### config.mk
export PLATFORM = sky130hd
export DESIGN_NAME = mac_frame
export DESIGN_NICKNAME = d
export VERILOG_FILES = /design/src/rtl/mac_pkg.sv /design/src/rtl/mac_frame_mult.sv /design/src/rtl/mac_frame.sv
export SDC_FILE = /design/constraint.sdc
export NUM_CORES = 1
export LEC_CHECK = 0
export ABC_AREA = 1
export BUFFER_PORTS_ARGS = -buffer_cell sky130_fd_sc_hd__buf_4
export CORE_MARGIN = 5
export CORE_UTILIZATION = 35
export DETAILED_ROUTE_END_ITERATION = 12
export GPL_TIMING_DRIVEN = 0
export PLACE_DENSITY = 0.5
export SLEW_MARGIN = 25
export SYNTH_ARGS = -nofsm -noshare
export SYNTH_HDL_FRONTEND = slang
export SYNTH_SLANG_ARGS = --single-unit
### constraint.sdc
create_clock -name clk -period 2.85 [get_ports clk]
set_input_delay 0.57 -clock clk [delete_from_list [all_inputs] [get_ports clk]]
set_output_delay 0.57 -clock clk [all_outputs]
set_load 0.005 [all_outputs]
### src/rtl/mac_pkg.sv
// ---------------------------------------------------------------------------
// mac_pkg
// Shared types and helpers for the mac_frame multiply-accumulate block.
//   state_t  : frame controller states (ACC, FLUSH, HOLD)
//   fmt_t    : formatted result (up to 64 bits) plus range-overflow flag
//   sat_fmt  : range check and optional clamp of a wide accumulator sum
//   AW, CW   : accumulator and counter widths of the default configuration
// ---------------------------------------------------------------------------
package mac_pkg;

    typedef enum logic [1:0] {
        ACC   = 2'd0,
        FLUSH = 2'd1,
        HOLD  = 2'd2
    } state_t;

    // Widths for the default parameter set (WIDTH=16, GUARD=8, LEN=8).
    // mac_frame derives its own widths from its actual parameters.
    localparam int AW = 2 * 16 + 8;
    localparam int CW = $clog2(8 + 1);

    typedef struct packed {
        logic [63:0] res;
        logic        ovf;
    } fmt_t;

    // The sum arrives already sign- or zero-extended to 128 bits, so one
    // signed comparison covers both operand modes. rw is the result width
    // (2*WIDTH, at most 64).
    function automatic fmt_t sat_fmt(input logic signed [127:0] sum,
                                     input int                  rw,
                                     input bit                  sgn,
                                     input bit                  sat);
        logic signed [127:0] hi;
        logic signed [127:0] lo;
        fmt_t                f;
        if (sgn) begin
            hi = (128'sd1 <<< (rw - 1)) - 128'sd1;
            lo = -(128'sd1 <<< (rw - 1));
        end else begin
            hi = (128'sd1 <<< rw) - 128'sd1;
            lo = 128'sd0;
        end
        f.ovf = (sum > hi) || (sum < lo);
        if (sat && (sum > hi)) begin
            f.res = hi[63:0];
        end else if (sat && (sum < lo)) begin
            f.res = lo[63:0];
        end else begin
            f.res = sum[63:0];
        end
        return f;
    endfunction

endpackage

### src/rtl/mac_frame_mult.sv
// ---------------------------------------------------------------------------
// mac_mult_stage
// Registered k*x multiplier with a valid flag travelling alongside.
//   clk, reset (async, active-low), ena (low freezes the stage)
//   accept     : a sample is taken this edge
//   k, x       : operands (signed or unsigned per SIGNED)
//   prod       : registered 2*WIDTH-bit product
//   prod_vld   : prod holds a product accepted at the previous enabled edge
// ---------------------------------------------------------------------------
module mac_mult_stage #(
    parameter int WIDTH  = 16,
    parameter int SIGNED = 1
) (
    input  logic               clk,
    input  logic               reset,
    input  logic               ena,
    input  logic               accept,
    input  logic [WIDTH-1:0]   k,
    input  logic [WIDTH-1:0]   x,
    output logic [2*WIDTH-1:0] prod,
    output logic               prod_vld
);

    logic [2*WIDTH-1:0] k_ext;
    logic [2*WIDTH-1:0] x_ext;
    logic [2*WIDTH-1:0] prod_next;

    // Extending both operands to full width first makes the low 2*WIDTH bits
    // of a plain multiply correct for both signed and unsigned operands.
    assign k_ext     = {{WIDTH{(SIGNED != 0) && k[WIDTH-1]}}, k};
    assign x_ext     = {{WIDTH{(SIGNED != 0) && x[WIDTH-1]}}, x};
    assign prod_next = k_ext * x_ext;

    // Stage 1: multiply
    always_ff @(posedge clk or negedge reset) begin
        if (!reset) begin
            prod     <= '0;
            prod_vld <= 1'b0;
        end else if (ena) begin
            prod_vld <= accept;
            if (accept) begin
                prod <= prod_next;
            end
        end
    end

endmodule

### src/rtl/mac_frame.sv
// ---------------------------------------------------------------------------
// mac_frame
// Frame dot-product accumulator: accumulates k*x over a frame of up to LEN
// samples (ended by count or in_last), then presents one formatted result.
//   clk, reset (async, active-low), ena (low freezes all state)
//   in_valid/in_ready, k, x, in_last : sample input handshake
//   out_valid/out_ready              : result output handshake
//   acc_out   : 2*WIDTH-bit result (clamped when SAT=1, truncated otherwise)
//   out_ovf   : accumulated sum was outside the 2*WIDTH result range
//   out_count : samples in the frame (1..LEN)
// ---------------------------------------------------------------------------
module mac_frame
    import mac_pkg::*;
#(
    parameter int WIDTH  = 16,
    parameter int GUARD  = 8,
    parameter int LEN    = 8,
    parameter int SIGNED = 1,
    parameter int SAT    = 1
) (
    input  logic                       clk,
    input  logic                       reset,
    input  logic                       ena,
    input  logic                       in_valid,
    output logic                       in_ready,
    input  logic [WIDTH-1:0]           k,
    input  logic [WIDTH-1:0]           x,
    input  logic                       in_last,
    output logic                       out_valid,
    input  logic                       out_ready,
    output logic [2*WIDTH-1:0]         acc_out,
    output logic                       out_ovf,
    output logic [$clog2(LEN+1)-1:0]   out_count
);

    localparam int PW    = 2 * WIDTH;
    localparam int ACC_W = PW + GUARD;
    localparam int CNT_W = $clog2(LEN + 1);

    // Guard bits must cover LEN full-scale products so acc never wraps.
    generate
        if (LEN < 1 || GUARD < 1 || GUARD > 64 || LEN > (2 ** GUARD)) begin : g_len_chk
            $error("mac_frame: need 1 <= LEN <= 2**GUARD and 1 <= GUARD <= 64");
        end
        if (WIDTH < 1 || WIDTH > 32) begin : g_width_chk
            $error("mac_frame: WIDTH must be 1..32");
        end
    endgenerate

    state_t             state;
    logic [ACC_W-1:0]   acc;
    logic [CNT_W-1:0]   cnt;
    logic [CNT_W-1:0]   frame_cnt;
    logic [PW-1:0]      prod_p1;
    logic               vld_p1;
    logic               accept;
    logic               last;
    logic [ACC_W-1:0]   prod_ext;
    logic [ACC_W-1:0]   sum;
    logic [127:0]       sum_wide;
    fmt_t               fmt;

    assign in_ready = ena && (state == ACC);
    assign accept   = in_valid && in_ready;
    assign last     = in_last || (cnt == CNT_W'(LEN - 1));

    mac_mult_stage #(
        .WIDTH  (WIDTH),
        .SIGNED (SIGNED)
    ) u_mult (
        .clk      (clk),
        .reset    (reset),
        .ena      (ena),
        .accept   (accept),
        .k        (k),
        .x        (x),
        .prod     (prod_p1),
        .prod_vld (vld_p1)
    );

    assign prod_ext = {{GUARD{(SIGNED != 0) && prod_p1[PW-1]}}, prod_p1};
    assign sum      = acc + prod_ext;
    assign sum_wide = {{(128 - ACC_W){(SIGNED != 0) && sum[ACC_W-1]}}, sum};
    assign fmt      = sat_fmt(sum_wide, PW, SIGNED != 0, SAT != 0);

    generate
        if (PW < 64) begin : g_res_unused
            logic unused_res;
            assign unused_res = &{1'b0, fmt.res[63:PW]};
        end
    endgenerate

    // Stage 2: accumulate and frame control
    always_ff @(posedge clk or negedge reset) begin
        if (!reset) begin
            state     <= ACC;
            acc       <= '0;
            cnt       <= '0;
            frame_cnt <= '0;
            out_valid <= 1'b0;
            acc_out   <= '0;
            out_ovf   <= 1'b0;
            out_count <= '0;
        end else if (ena) begin
            if (vld_p1) begin
                acc <= sum;
            end
            unique case (state)
                ACC: begin
                    if (accept) begin
                        if (last) begin
                            cnt       <= '0;
                            frame_cnt <= cnt + 1'b1;
                            state     <= FLUSH;
                        end else begin
                            cnt <= cnt + 1'b1;
                        end
                    end
                end
                FLUSH: begin
                    // The last product is still in prod_p1; fold it in here
                    // rather than waiting a cycle for acc to absorb it.
                    acc_out   <= fmt.res[PW-1:0];
                    out_ovf   <= fmt.ovf;
                    out_count <= frame_cnt;
                    out_valid <= 1'b1;
                    acc       <= '0;
                    state     <= HOLD;
                end
                HOLD: begin
                    if (out_ready) begin
                        out_valid <= 1'b0;
                        state     <= ACC;
                    end
                end
                default: state <= ACC;
            endcase
        end
    end

endmodule

# ---- After elaboration in Yosys (flattened, before gate mapping)
# Index checks and enable logic that the tools add are counted.
dict set report totals {
  register_bits 121
}
dict set report op_classes {
  addsub 2
  mul 1
  magnitude_cmp 2
  eq_ne 6
  n_mux 11
  n_reduce_logical 14
}
# cell n
set ops {}
lappend ops {{$mux 40} 2}
lappend ops {{$mux 32} 2}
lappend ops {{$add 40x40->40} 1}
lappend ops {{$gt 40x32->1 const B} 1}
lappend ops {{$lt 40x32->1 const B} 1}
lappend ops {{$mul 16x16->32} 1}
lappend ops {{$reduce_and 4->1} 2}
lappend ops {{$mux 2} 3}
lappend ops {{$pmux 2 s3} 1}
lappend ops {{$reduce_and 2->1} 3}
lappend ops {{$reduce_and 3->1} 2}
lappend ops {{$add 4x1->4 const B} 1}
lappend ops {{$eq 4x3->1 const B} 1}
lappend ops {{$mux 4} 1}
lappend ops {{$ne 2x2->1 const B} 2}
lappend ops {{$reduce_bool 2->1} 2}
lappend ops {{$eq 2x1->1 const B} 1}
lappend ops {{$eq 2x2->1 const B} 1}
lappend ops {{$logic_and 1x1->1} 2}
lappend ops {{$logic_not 2->1} 1}
lappend ops {{$logic_or 1x1->1} 2}
lappend ops {{$ne 2x1->1 const B} 1}
lappend ops {{$pmux 1 s2} 1}
lappend ops {{$mux 1} 1}

# ---- Longest topological paths before layout
dict set report depth {
  word_depth 5
  ltp_mapped 29
  depth_no_buf 27
}

# ---- Hierarchy
# A second synthesis with hierarchy kept.
dict set report hier_totals {
  hier_cells 2562
  hier_area_um2 18883.1
}
# mod n_inst cells_each area_each_um2 seq_area_each_um2
set by_module_without_submodules {}
lappend by_module_without_submodules {mac_mult_stage 1 1607 12091.6 825.8}
lappend by_module_without_submodules {mac_frame 1 955 6791.5 2202.1}

# ---- Worst setup path after synthesis
# OpenSTA, ideal clock, no wires.
dict set report synth_timing {
  path_kind {input to register}
  startpoint {input port k[5]}
  endpoint {register u_mult.prod[27]}
  setup_ps 118
  arrival_time_ps 6097
  slack_ps -3365
  path_stages 25
  cell_sequence {clkbuf_1 > clkbuf_1 > nand2_1 > fa_1 > inv_1 > fa_1 > inv_1 > fa_1 > inv_1 > fa_1 > fa_1 > inv_1 > fa_1 > inv_1 > ha_1 > a21o_1 > a21oi_1 > o211ai_1 > a21boi_0 > o21ai_0 > nand2_1 > nand2_1 > or2_2 > nand3_1 > nand2_1}
}
dict set report synth_via {
  elab_chain_cells 1
}
# item line_no
set synth_rtl {}
lappend synth_rtl {{from (decl)} mac_frame.sv:26} ;# input logic [WIDTH-1:0] k,
lappend synth_rtl {{$mul 16x16->32} mac_frame_mult.sv:32} ;# assign prod_next = k_ext * x_ext;
lappend synth_rtl {{to (signal assigned)} mac_frame_mult.sv:42} ;# prod <= prod_next;
lappend synth_rtl {{to (decl)} mac_frame_mult.sv:20} ;# output logic [2*WIDTH-1:0] prod,
# No other way between the ends.
# A chain may end at the register's enable or synchronous reset.

# ---- Worst setup path in the final report
dict set report layout_timing {
  startpoint {input port x[7]}
  endpoint {register u_mult.prod[28]}
}
dict set report layout_via {
  elab_chain_cells 1
}
# item line_no
set layout_rtl {}
lappend layout_rtl {{from (decl)} mac_frame.sv:27} ;# input logic [WIDTH-1:0] x,
lappend layout_rtl {{$mul 16x16->32} mac_frame_mult.sv:32}
# No other way between the ends.

==> impl_metrics.env <==
export IMPL_status="finished, violations left"
export IMPL_failed_checks="negative setup slack"
export IMPL_fp_dieH_um=237
export IMPL_postLayoutCellArea_mm2=0.0244
export IMPL_mappedNetlistNets=2758
export IMPL_final_nets=2985
export IMPL_reg2reg_to="acc_out[14]"
export IMPL_initial_antenna_violation_count=0
export IMPL_layout_area_overhead_vs_synth_pct=34.9
export IMPL_detailed_route_wire_length_per_cell_um=17.1
export IMPL_hpwl_after_detailed_placement_mm=44.5
export IMPL_ys_seq_area_share_pct=16.7
export IMPL_die_area_mm2=0.0563
export IMPL_critPathRequiredTime_ns=3.22
export IMPL_timing_final_crit_share_pct=193
export IMPL_worst_setup_path_end_kind="register"
export IMPL_post_synth_top_count_cell="sky130_fd_sc_hd__nand2_1"
export IMPL_fin_ws_ns=-2.66
export IMPL_critical_path_peak_fanout=4
export IMPL_grtUsageMet2_pct=33.8
export IMPL_hold_class="in -> async"
export IMPL_slew_violations=0
export IMPL_routabilityCongestion=0.903
export IMPL_biggest_area_consumer_among_synthesized_cells="sky130_fd_sc_hd__fa_1"
export IMPL_grt_overflow=0
export IMPL_ctsRootBufferMaster="sky130_fd_sc_hd__clkbuf_16"
export IMPL_layout_drive_gt1_share_pct=30.2
export IMPL_count_of_flip_flops_with_a_built_in_enable_after_synthesis=0
export IMPL_slew_headroom_pct=45.0
export IMPL_global_route_wire_length_before_repair_mm=87.6
export IMPL_setup_viol_count_final=27
export IMPL_num_fill_cells=4944
export IMPL_asyncSetResetFlopFracSynth_pct=100
export IMPL_synth_warning_count=0
export IMPL_ant_nets=0
export IMPL_critical_path_slowest_cell="sky130_fd_sc_hd__fa_1"
export IMPL_grt_setup_unrepaired="true"
export IMPL_routed_via_count=15335
export IMPL_tightest_slew_ns=0.825
export IMPL_max_cap_viol_count=0
export IMPL_grt_max_degree=70
export IMPL_maxClockFrequency_mhz=181
export IMPL_critPathKind="in -> reg"
export IMPL_multi_input_comb_area_mm2=0.0145
export IMPL_drt_initial_drc_count=850
export IMPL_ff2ff_setup_slack_ns=0.09
export IMPL_number_of_global_route_vias_before_repair=15969
export IMPL_skew_ns=0.0107
export IMPL_worstSkewPairLatency_ns=0.44
export IMPL_core_rowCount=83
export IMPL_global_route_peak_usage_layer="met2"
export IMPL_dr_vias_cell=4.71
export IMPL_synth_cell_area_mm2=0.0181
export IMPL_place_port_buffers=49
export IMPL_chipWidth_um=237
export IMPL_rr_startpoint="u_mult.prod[0]"
export IMPL_cts_buffers=17
export IMPL_synth_largest_type_area_fraction_pct=29.1
export IMPL_drt_pass1_iterations=5
export IMPL_ctsLongestPathBuffers=2
export IMPL_tritoncts="built"
export IMPL_initial_core_util_pct=35.2
export IMPL_finalWorstPathRequiredPeriod_ns=5.51
export IMPL_design_portCount=77
export IMPL_post_synth_inst_count=2335
export IMPL_postSynthAreaPerCell_um2=7.74
export IMPL_critPathArrivalTime_ns=5.88
export IMPL_htreeDepth=4
export IMPL_critical_path_top_cell_by_count="sky130_fd_sc_hd__fa_1"
export IMPL_cts_num_sinks=121
export IMPL_rr_worst_depth=18
export IMPL_drc=0
export IMPL_floorplan_core_area_mm2=0.0513
export IMPL_netlist_cell_type_count=46
export IMPL_finalHoldViolations=0
export IMPL_wl_mm=55.8
export IMPL_cts_reportedPaths_clkPinSlew_ns=0.06
export IMPL_netlist_top_cells_area="sky130_fd_sc_hd__fa_1 29%, sky130_fd_sc_hd__dfrtp_1 17%, sky130_fd_sc_hd__nand2_1 13%"
export IMPL_antenna_diode_count=0
export IMPL_synth_top_cells_by_count="614 x sky130_fd_sc_hd__nand2_1, 582 x sky130_fd_sc_hd__inv_1, 263 x sky130_fd_sc_hd__fa_1"
export IMPL_register_area_mm2=0.00303
export IMPL_grt_met1_usage_pct=25.4
export IMPL_synth_ff_latch_count=121
export IMPL_use_met3_pct=2.11
export IMPL_grt_util_all_layers_pct=19.6
export IMPL_critical_path_max_stage_delay_ns=0.57
export IMPL_detailed_place_area_mm2=0.0205
export IMPL_synth_ff_type="sky130_fd_sc_hd__dfrtp_1"
export IMPL_worstSetupStartpointType="input pin"
critical path, delay by kind of cell:
family          cells  cell delay [ns]
compound gates      2             0.26
simple gates       10             1.17
buf+inv             6             0.52
fa+ha+maj           7             3.34
how the worst max path moves through the flow:
stage	from	endpoint	slack (ns)	cells after the start
2_1_floorplan	x[2]	u_mult.prod[28]	-2.71	26
3_3_place_gp	k[12]	u_mult.prod[27]	-3.56	24
3_5_place_dp	k[12]	u_mult.prod[27]	-3.62	24
4_1_cts	x[15]	u_mult.prod[28]	-2.63	24
5_1_grt	x[15]	u_mult.prod[28]	-2.78	24
6_report	x[7]	u_mult.prod[28]	-2.66	25
area by class of cell:
type	instances	area share, %
multi-input cells	1538	59.4
flip-flops and latches	121	12.4
inverters	588	9.09
repair buffers	208	7.56
plain buffers	88	5.55
well taps	680	3.49
clock buffers	18	1.80
clock inverters	14	0.697
through the flow:
stage | hold WS [ns] | setup slack [ns] | cells | TNS (ns) | util (%)
after floorplan | 0.274 | -2.71 | 2335 | -57.57 | -
after CTS | 0.0236 | -2.63 | 3172 | -55.71 | 44.2
after detailed placement | 0.479 | -3.62 | 3065 | -91.43 | 40.0
after global placement | 0.474 | -3.56 | 3064 | -90.43 | 40.0
after global routing | 0.0611 | -2.78 | 3255 | -62.21 | 47.6
final | 0.0342 | -2.66 | 3255 | -56.46 | 47.6
kinds of logic after synthesis:
group	after synthesis	share of synthesized area, %
AND/OR/NAND/NOR	846	19.4
buffers and inverters	676	14.4
adder cells (fa/ha/maj)	385	37.6
AO/OA/AOI/OAI	246	8.92
flip-flops	121	16.7
XOR/XNOR	59	2.86
multiplexers	2	0.125
flip-flops by register name, indices dropped and copies added (netlist names):
signal,count
u_mult.prod_vld,1
cnt,4
out_count,4
acc_out,32
state,2
out_ovf,1
frame_cnt,4
out_valid,1
u_mult.prod,32
acc,40
per-layer routing:
metal  wire, um  vias to the layer above
li1           -                     7425
met1      24200                     7444
met2      27200                      362
met3       2210                      104
met4       2180                        0
met5          0                        -
layout by cell type (no fill, tap or decap), drive strengths merged, types with 9 or more instances in the layout:
cell type / instances
buf: 229
xor2: 32
o21bai: 12
xnor2: 27
clkbuf: 85
nor2: 97
dfrtp: 121
nand2: 643
fa: 263
a31oi: 9
ha: 122
or2: 12
a21oi: 103
inv: 586
a32o: 30
o21ai: 71
nand4: 15
nand3: 65
timing repair:
| action | CTS | global route |
|---|---|---|
| gates resized for setup | 185 | 275 |
| hold buffers | 0 | 0 |
| pin swaps | 111 | 126 |
| cloned | 2 | 4 |
| setup endpoints to repair | 62 | 62 |
| buffers inserted | 73 | 80 |
Power is left out: the tool's default activity adds up to more than one toggle a clock period on the data nets, which glitch-free logic cannot reach.
